### src/rtl/mips_pkg.sv
// Shared definitions for the boot loader: loader FSM states, default memory width, frame constants.
// The S_CSUM state exists only when IMEM_LOADER_CHECKSUM_EN is defined.
package mips_pkg;

  localparam int IMEM_ADDR_W = 10;
  localparam int LEN_BYTES   = 2;

  typedef enum logic [2:0] {
    S_LEN_HI = 3'd0,
    S_LEN_LO = 3'd1,
    S_DATA   = 3'd2,
`ifdef IMEM_LOADER_CHECKSUM_EN
    S_CSUM   = 3'd3,
`endif
    S_DONE   = 3'd4,
    S_ERR    = 3'd5
  } state_t;

endpackage

### src/rtl/byte_word_packer.sv
// Packs accepted bytes MSB-first into 32-bit words; word_valid pulses for one cycle
// after the 4th byte, with word holding the packed value.
module byte_word_packer (
  input  logic        clk,
  input  logic        rst,
  input  logic [7:0]  byte_in,
  input  logic        byte_vld,
  output logic [31:0] word,
  output logic        word_valid,
  output logic [1:0]  byte_cnt
);

  logic [23:0] sh;

  always_ff @(posedge clk) begin
    if (rst) begin
      sh         <= '0;
      byte_cnt   <= '0;
      word       <= '0;
      word_valid <= 1'b0;
    end else begin
      word_valid <= 1'b0;
      if (byte_vld) begin
        byte_cnt <= byte_cnt + 2'd1;
        if (byte_cnt == 2'd3) begin
          word       <= {sh, byte_in};
          word_valid <= 1'b1;
        end else begin
          // the next three bytes overwrite all of sh, so no clear is needed
          sh <= {sh[15:0], byte_in};
        end
      end
    end
  end

endmodule

### src/rtl/imem_loader.sv
// Boot loader: parses LEN_HI/LEN_LO + LEN words (+ checksum byte when IMEM_LOADER_CHECKSUM_EN
// is defined), writes instruction memory and holds the core in reset until the image is in.
module imem_loader
  import mips_pkg::*;
#(
  parameter int ADDR_W = IMEM_ADDR_W,
  parameter int LEN_W  = LEN_BYTES * 8
) (
  input  logic              clk,
  input  logic              rst,
  input  logic [7:0]        rx_data,
  input  logic              rx_valid,
  output logic              rx_ready,
  output logic              imem_we,
  output logic [ADDR_W-1:0] imem_addr,
  output logic [31:0]       imem_wdata,
  output logic              core_rst,
  output logic              load_done,
  output logic              load_err,
  output logic [ADDR_W:0]   words_loaded
);

  localparam logic [LEN_W:0]    CAP      = (LEN_W+1)'(1) << ADDR_W;
  localparam logic [ADDR_W:0]   WORD_ONE = (ADDR_W+1)'(1);
  localparam logic [ADDR_W-1:0] ADDR_ONE = ADDR_W'(1);
  localparam logic [ADDR_W-1:0] ADDR_MAX = '1;

  state_t            state;
  logic [7:0]        len_hi;
  logic [ADDR_W:0]   len_words;
  logic [LEN_W-1:0]  len_full;
  logic              acc, len_big, last_word;
  logic [1:0]        pk_cnt;
`ifdef IMEM_LOADER_CHECKSUM_EN
  logic [7:0]        csum;
`endif

  assign acc       = rx_valid & rx_ready;
  assign len_full  = LEN_W'({len_hi, rx_data});
  assign len_big   = {1'b0, len_full} > CAP;
  assign last_word = (words_loaded + WORD_ONE) == len_words;

  byte_word_packer u_pack (
    .clk        (clk),
    .rst        (rst),
    .byte_in    (rx_data),
    .byte_vld   (acc && (state == S_DATA)),
    .word       (imem_wdata),
    .word_valid (imem_we),
    .byte_cnt   (pk_cnt)
  );

  always_ff @(posedge clk) begin
    if (rst) begin
      state        <= S_LEN_HI;
      rx_ready     <= 1'b0;
      core_rst     <= 1'b1;
      load_done    <= 1'b0;
      load_err     <= 1'b0;
      words_loaded <= '0;
      imem_addr    <= '0;
      len_hi       <= '0;
      len_words    <= '0;
`ifdef IMEM_LOADER_CHECKSUM_EN
      csum         <= '0;
`endif
    end else begin
      // address follows the strobe; length check keeps it in range, saturate as a guard
      if (imem_we && imem_addr != ADDR_MAX) imem_addr <= imem_addr + ADDR_ONE;
      case (state)
        S_LEN_HI: begin
          rx_ready <= 1'b1;
          if (acc) begin
            len_hi <= rx_data;
            state  <= S_LEN_LO;
          end
        end
        S_LEN_LO: if (acc) begin
          if (len_big) begin
            state    <= S_ERR;
            rx_ready <= 1'b0;
            load_err <= 1'b1;
          end else if (len_full == '0) begin
`ifdef IMEM_LOADER_CHECKSUM_EN
            state    <= S_CSUM;
`else
            state    <= S_DONE;
            rx_ready <= 1'b0;
`endif
          end else begin
            len_words <= len_full[ADDR_W:0];
            state     <= S_DATA;
          end
        end
        S_DATA: if (acc) begin
`ifdef IMEM_LOADER_CHECKSUM_EN
          csum <= csum ^ rx_data;
`endif
          if (pk_cnt == 2'd3) begin
            words_loaded <= words_loaded + WORD_ONE;
            if (last_word) begin
`ifdef IMEM_LOADER_CHECKSUM_EN
              state    <= S_CSUM;
`else
              state    <= S_DONE;
              rx_ready <= 1'b0;
`endif
            end
          end
        end
`ifdef IMEM_LOADER_CHECKSUM_EN
        S_CSUM: if (acc) begin
          rx_ready <= 1'b0;
          if (rx_data == csum) state <= S_DONE;
          else begin
            state    <= S_ERR;
            load_err <= 1'b1;
          end
        end
`endif
        S_DONE: begin
          rx_ready  <= 1'b0;
          load_done <= 1'b1;
          core_rst  <= 1'b0;
        end
        S_ERR: begin
          rx_ready <= 1'b0;
          load_err <= 1'b1;
          core_rst <= 1'b1;
        end
        default: begin
          state    <= S_ERR;
          rx_ready <= 1'b0;
          load_err <= 1'b1;
        end
      endcase
    end
  end

endmodule

### config.mk
export PLATFORM = sky130hd
export DESIGN_NAME = imem_loader
export DESIGN_NICKNAME = d
export VERILOG_FILES = /design/src/rtl/mips_pkg.sv /design/src/rtl/byte_word_packer.sv /design/src/rtl/imem_loader.sv
export SDC_FILE = /design/constraint.sdc
export NUM_CORES = 1
export LEC_CHECK = 0
export BUFFER_PORTS_ARGS = -buffer_cell sky130_fd_sc_hd__buf_2
export CAP_MARGIN = 20
export CORE_ASPECT_RATIO = 1.5
export CORE_MARGIN = 2
export CORE_UTILIZATION = 40
export CTS_CLUSTER_DIAMETER = 100
export CTS_CLUSTER_SIZE = 28
export DETAILED_ROUTE_END_ITERATION = 12
export SYNTH_ARGS = -nofsm -noshare
export SYNTH_HDL_FRONTEND = slang
export SYNTH_SLANG_ARGS = --single-unit
### constraint.sdc
create_clock -name clk -period 2.8 [get_ports clk]
set_clock_uncertainty 0.2 [all_clocks]
set_input_delay 0.14 -clock clk [delete_from_list [all_inputs] [get_ports clk]]
set_output_delay 0.14 -clock clk [all_outputs]
set_load 0.01 [all_outputs]
# Word level (Yosys, flattened, before mapping)
# Index checks and enable logic that the tools add are counted.
# op_classes
addsub	3
magnitude_cmp	1
eq_ne	14
muxes	20
bitwise	7
reduce_logical	16
# ops
operator	n
$mux 3	7
$gt 16x11->1 const B	1
$logic_not 16->1	1
$pmux 3 s4	1
$add 11x1->11 const B	1
$eq 11x11->1	1
$add 10x1->10 const B	1
$ne 10x10->1 const B	1
$ne 2x2->1 const B	5
$mux 1	9
$eq 3x3->1 const B	2
$not 1->1	6
$reduce_and 2->1	3
$reduce_and 3->1	2
$reduce_and 6->1	1
$reduce_and 5->1	1
$pmux 1 s2	2
$reduce_and 4->1	1
$reduce_or 2->1	2
$eq 3x1->1 const B	1
$eq 3x2->1 const B	1
$logic_not 3->1	1
$ne 3x3->1 const B	1
$pmux 1 s3	1
7 further kinds	8
# totals
ff_bits	106
output_inout_bits	58
word_cells	74

# Depth between registers and ports, before layout
# logic_depth
depth_word	6
mapped_depth	7
mapped_depth_nobuf	7

# Modules after synthesis
# A second synthesis with hierarchy kept.
# unflattened
hier_cells	477
hier_area_um2	4734.5
# modules_own_cells
module	instances	cells_each	area_per_inst_um2
imem_loader	1	274	2398.6
byte_word_packer	1	203	2336.0

# Worst setup path before layout
# Ideal clock, no wire load.
# synth_path
path_type	register to register
start	reg words_loaded[0]
end	reg state[1]
setup_ns	0.086
arrival_ns	1.871
required_ns	2.514
slack_ns	0.644
path_stages_with_launch	8
synth_period_minus_slack_ns	2.156
cell_sequence	dfxtp_1 -> ha_1 -> nand3_1 -> nor3_1 -> nor4bb_1 -> a211o_1 -> a41o_1 -> a211oi_1
# synth_between
elab_chain_cells	4
# synth_lines
item	line_no	text
start: declaration	imem_loader.sv:20	output logic [ADDR_W:0] words_loaded
start signal: assignment	imem_loader.sv:100	words_loaded <= words_loaded + WORD_ONE;
$add 11x1->11	imem_loader.sv:41	assign last_word = (words_loaded + WORD_ONE) == len_words;
$eq 11x11->1	imem_loader.sv:41	
$ne 2x2->1 (no source line)	n/a	
$reduce_and 6->1 (no source line)	n/a	
end signal: assignment	imem_loader.sv:55	state <= S_LEN_HI;
end signal: assignment	imem_loader.sv:75	state <= S_LEN_LO;
end signal: assignment	imem_loader.sv:80	state <= S_ERR;
end: declaration	imem_loader.sv:28	state_t state;
# Every way passes these cells.
# A chain may end at the register's enable or synchronous reset.

# Final worst setup path
# layout_path
start	reg words_loaded[0]
end	reg rx_ready
# layout_between
elab_chain_cells	4
# layout_lines
item	line_no	text
$add 11x1->11	imem_loader.sv:41	
$eq 11x11->1	imem_loader.sv:41	
$ne 2x2->1 (no source line)	n/a	
$reduce_and 5->1 (no source line)	n/a	
end signal: assignment	imem_loader.sv:56	rx_ready <= 1'b0;
end signal: assignment	imem_loader.sv:72	rx_ready <= 1'b1;
end signal: assignment	imem_loader.sv:81	rx_ready <= 1'b0;
end: declaration	imem_loader.sv:13	output logic rx_ready,
# Every way passes these cells.

==> impl_metrics.json <==
{
  "synth_ff_type": "dfxtp_1",
  "avgRoutedWirePerCell_um": 13.8,
  "finalSetupViolCount": 0,
  "path_class": "reg2reg",
  "fp-row-count": 47,
  "cts_setup_buffers": 0,
  "synth_top_cell_by_area": "dfxtp_1",
  "synthTopCellsByArea": "dfxtp_1 47%, nand2_1 11%, a21oi_1 8.9%",
  "drtAntennaViolNets": 0,
  "register_area_mm2": 0.00212,
  "cp.required_ns": 2.83,
  "synth-seq-cells": 106,
  "p_leak_uw": 0.00200,
  "max_stage_delay_ns": 0.49,
  "drv_cap": 0,
  "grt_max_degree": 48,
  "crit_arrival_ns": 2.39,
  "clk_pin_slew_worst_paths_ns": 0.07,
  "syn_avg_cell_area_um2": 8.20,
  "reg2reg_from": "words_loaded[0]",
  "power_density_mw_per_mm2": 622,
  "ys_types": 53,
  "path_cells": "ha_1 -> nand2_1 -> a311oi_1 -> o211ai_1 -> nor4b_4 -> and4_1 -> o21ai_1",
  "cp-end-kind": "register",
  "layout_commonest_cell": "nand2_1",
  "hpwl_mm": 7.25,
  "area_delta_synth_final_pct": 18.3,
  "fillers": 1081,
  "grt_pass1_wl_mm": 17.6,
  "outcome": "completed",
  "wl_mm": 10.5,
  "synth_cells": 546,
  "crit_path_max_fanout": 7,
  "ir_drop_mv": 0.410,
  "drive_gt1_share_pct": 16.9,
  "die_w_um": 90.4,
  "die_h_um": 134,
  "cts_tree": "yes",
  "initial_core_util_pct": 40.7,
  "worst_slew_pin_slew_ns": 0.840,
  "syn_area_mm2": 0.00448,
  "io_buffers": 68,
  "finalCriticalPeriod_ns": 2.36,
  "r2r-end": "rx_ready",
  "slew_headroom_pct": 44.0,
  "root_buffer": "clkbuf_16",
  "slew_viol_final": 0,
  "grt-ovfl-total": 0,
  "fin_crit_sh_pct": 84.1,
  "synth_edf_count": 0,
  "worst_skew_pair.late_latency_ns": 0.35,
  "grt_pass1_vias": 3689,
  "worstSetupStartpointType": "register",
  "cts_buffer_depth": 2,
  "die-area_mm2": 0.0121,
  "core_area_mm2": 0.0110,
  "rrSetupSlack_ns": 0.44,
  "rsz0062_at_grt": "false",
  "numClockSinks": 106,
  "worstHoldPathCells": 3,
  "viasPerCell": 5.15,
  "yosysSeqAreaShare_pct": 47.4,
  "io_pins": 69,
  "nNetsFinal": 624,
  "worstHoldEndpoint": "rx_ready",
  "synth_nets": 560,
  "synth.top_cell.area_share_pct": 47.4,
  "hp-class": "in2reg",
  "h-tree-depth": 3,
  "final_cell_mix": "136 x nand2_1, 106 x dfxtp_1, 80 x a21oi_1",
  "hold_viol": 0,
  "fmax_mhz": 425,
  "grt_usage_pct": 17.7,
  "drt-initial-drc-count": 214,
  "cts_buffers": 9,
  "diodes": 0,
  "critical-path-slowest-cell": "dfxtp_1",
  "ys_warn_count": 0,
  "routabilityCongestion": 0.751,
  "ys_async_sr_fraction_pct": 0,
  "multi_input_area_mm2": 0.00214,
  "cts-resized-gates": 0,
  "post-route-drc-count": 0,
  "dpl.cell_count": 737,
  "fin_setup_tns_ns": 0,
  "fin_cells": 762,
  "dr_total_vias": 3921,
  "hp-start": "rx_valid",
  "drt-pass1-iter-count": 4,
  "antenna_found_initial": 0,
  "ff2ff_path_depth": 7
}
-- final cells by class --
type / instances / share of cell area, %
Multi-Input combinational cell: 399 / 40.4
Sequential cell: 106 / 40.1
Timing Repair Buffer: 88 / 9.69
Clock buffer: 11 / 4.77
Tap cell: 147 / 3.47
Clock inverter: 5 / 1.13
Inverter: 6 / 0.425
-- worst max-delay path, delay by kind of cell (launching register included) --
kind | cells | cell delay, ns
adders and majority gates | 1 | 0.35
AOI/OAI and AO/OA | 3 | 0.56
and+or+nand+nor | 3 | 0.65
DFF | 1 | 0.49
-- per-layer routing --
layer  vias up  track usage, %  part of all wire (%)  routed length (µm)
met1      1839            22.0                    44                4640
met3        11            3.00                   4.0                 418
li1       1984               -                     -                   -
met4         0            6.32                   1.4                 146
met5         -               0                     0                   0
met2        87            30.7                    50                5310
-- through the flow --
stage	total power, µW	area, µm²	util (%)	hold slack [ns]	setup WS, ns
after floorplan	1900	4480	-	0.0733	0.644
after global placement	1990	4890	44.5	0.239	0.514
after detailed placement	2000	4890	44.5	0.246	0.464
after CTS	3320	5290	48.1	0.0343	0.447
after global routing	3430	5290	48.1	0.0598	0.231
final	3290	5290	48.1	0.0476	0.445
-- cells by family after synthesis --
logic type | share of synthesized area (%)
adder cells (fa/ha/maj) | 0.839
XOR/XNOR | 4.30
flip-flops | 47.4
AO/OA/AOI/OAI | 13.9
multiplexers | 3.13
AND/OR/NAND/NOR | 25.5
buffers and inverters | 4.92
-- repair_timing --
action                     4_1_cts  5_1_grt
setup endpoints to repair        0        0
hold endpoints to repair        35        0
hold buffers                     9        0
-- registers in the layout, summed over array words and instances (netlist names) --
signal	cells
core_rst	1
imem_addr	10
len_hi	8
len_words	11
load_done	1
load_err	1
rx_ready	1
state	3
u_pack.byte_cnt	2
u_pack.sh	24
u_pack.word	32
u_pack.word_valid	1
words_loaded	11
-- cells in the mapped netlist, types with 3 or more instances --
master,number
clkbuf_1,21
nand2_1,136
o21ai_0,13
nor4_1,4
nor2b_1,3
dfxtp_1,106
a211oi_1,3
nor2_1,45
nand3_1,15
nand3b_1,3
nand4_1,4
xnor2_1,15
or3_1,9
ha_1,3
mux2i_1,14
xor2_1,7
nor3_1,8
inv_1,6
buf_1,4
buf_6,4
a21oi_1,80
-- worst max path at each step --
stage	start	end	slack [ns]	cells past startpoint
floorplan	words_loaded[0]	state[1]	0.64	7
global placement	words_loaded[4]	state[1]	0.51	6
detailed placement	words_loaded[4]	rx_ready	0.46	6
CTS	words_loaded[2]	rx_ready	0.45	6
global route	words_loaded[0]	state[1]	0.23	7
finish	words_loaded[0]	rx_ready	0.44	7
-- power breakdown --
group / total (µW) / switching [µW] / internal [µW]
registers: 1610 / 58.1 / 1560
logic: 360 / 218 / 141
clock network: 1320 / 570 / 748
No activity file was read; power rests on OpenSTA's default activity.
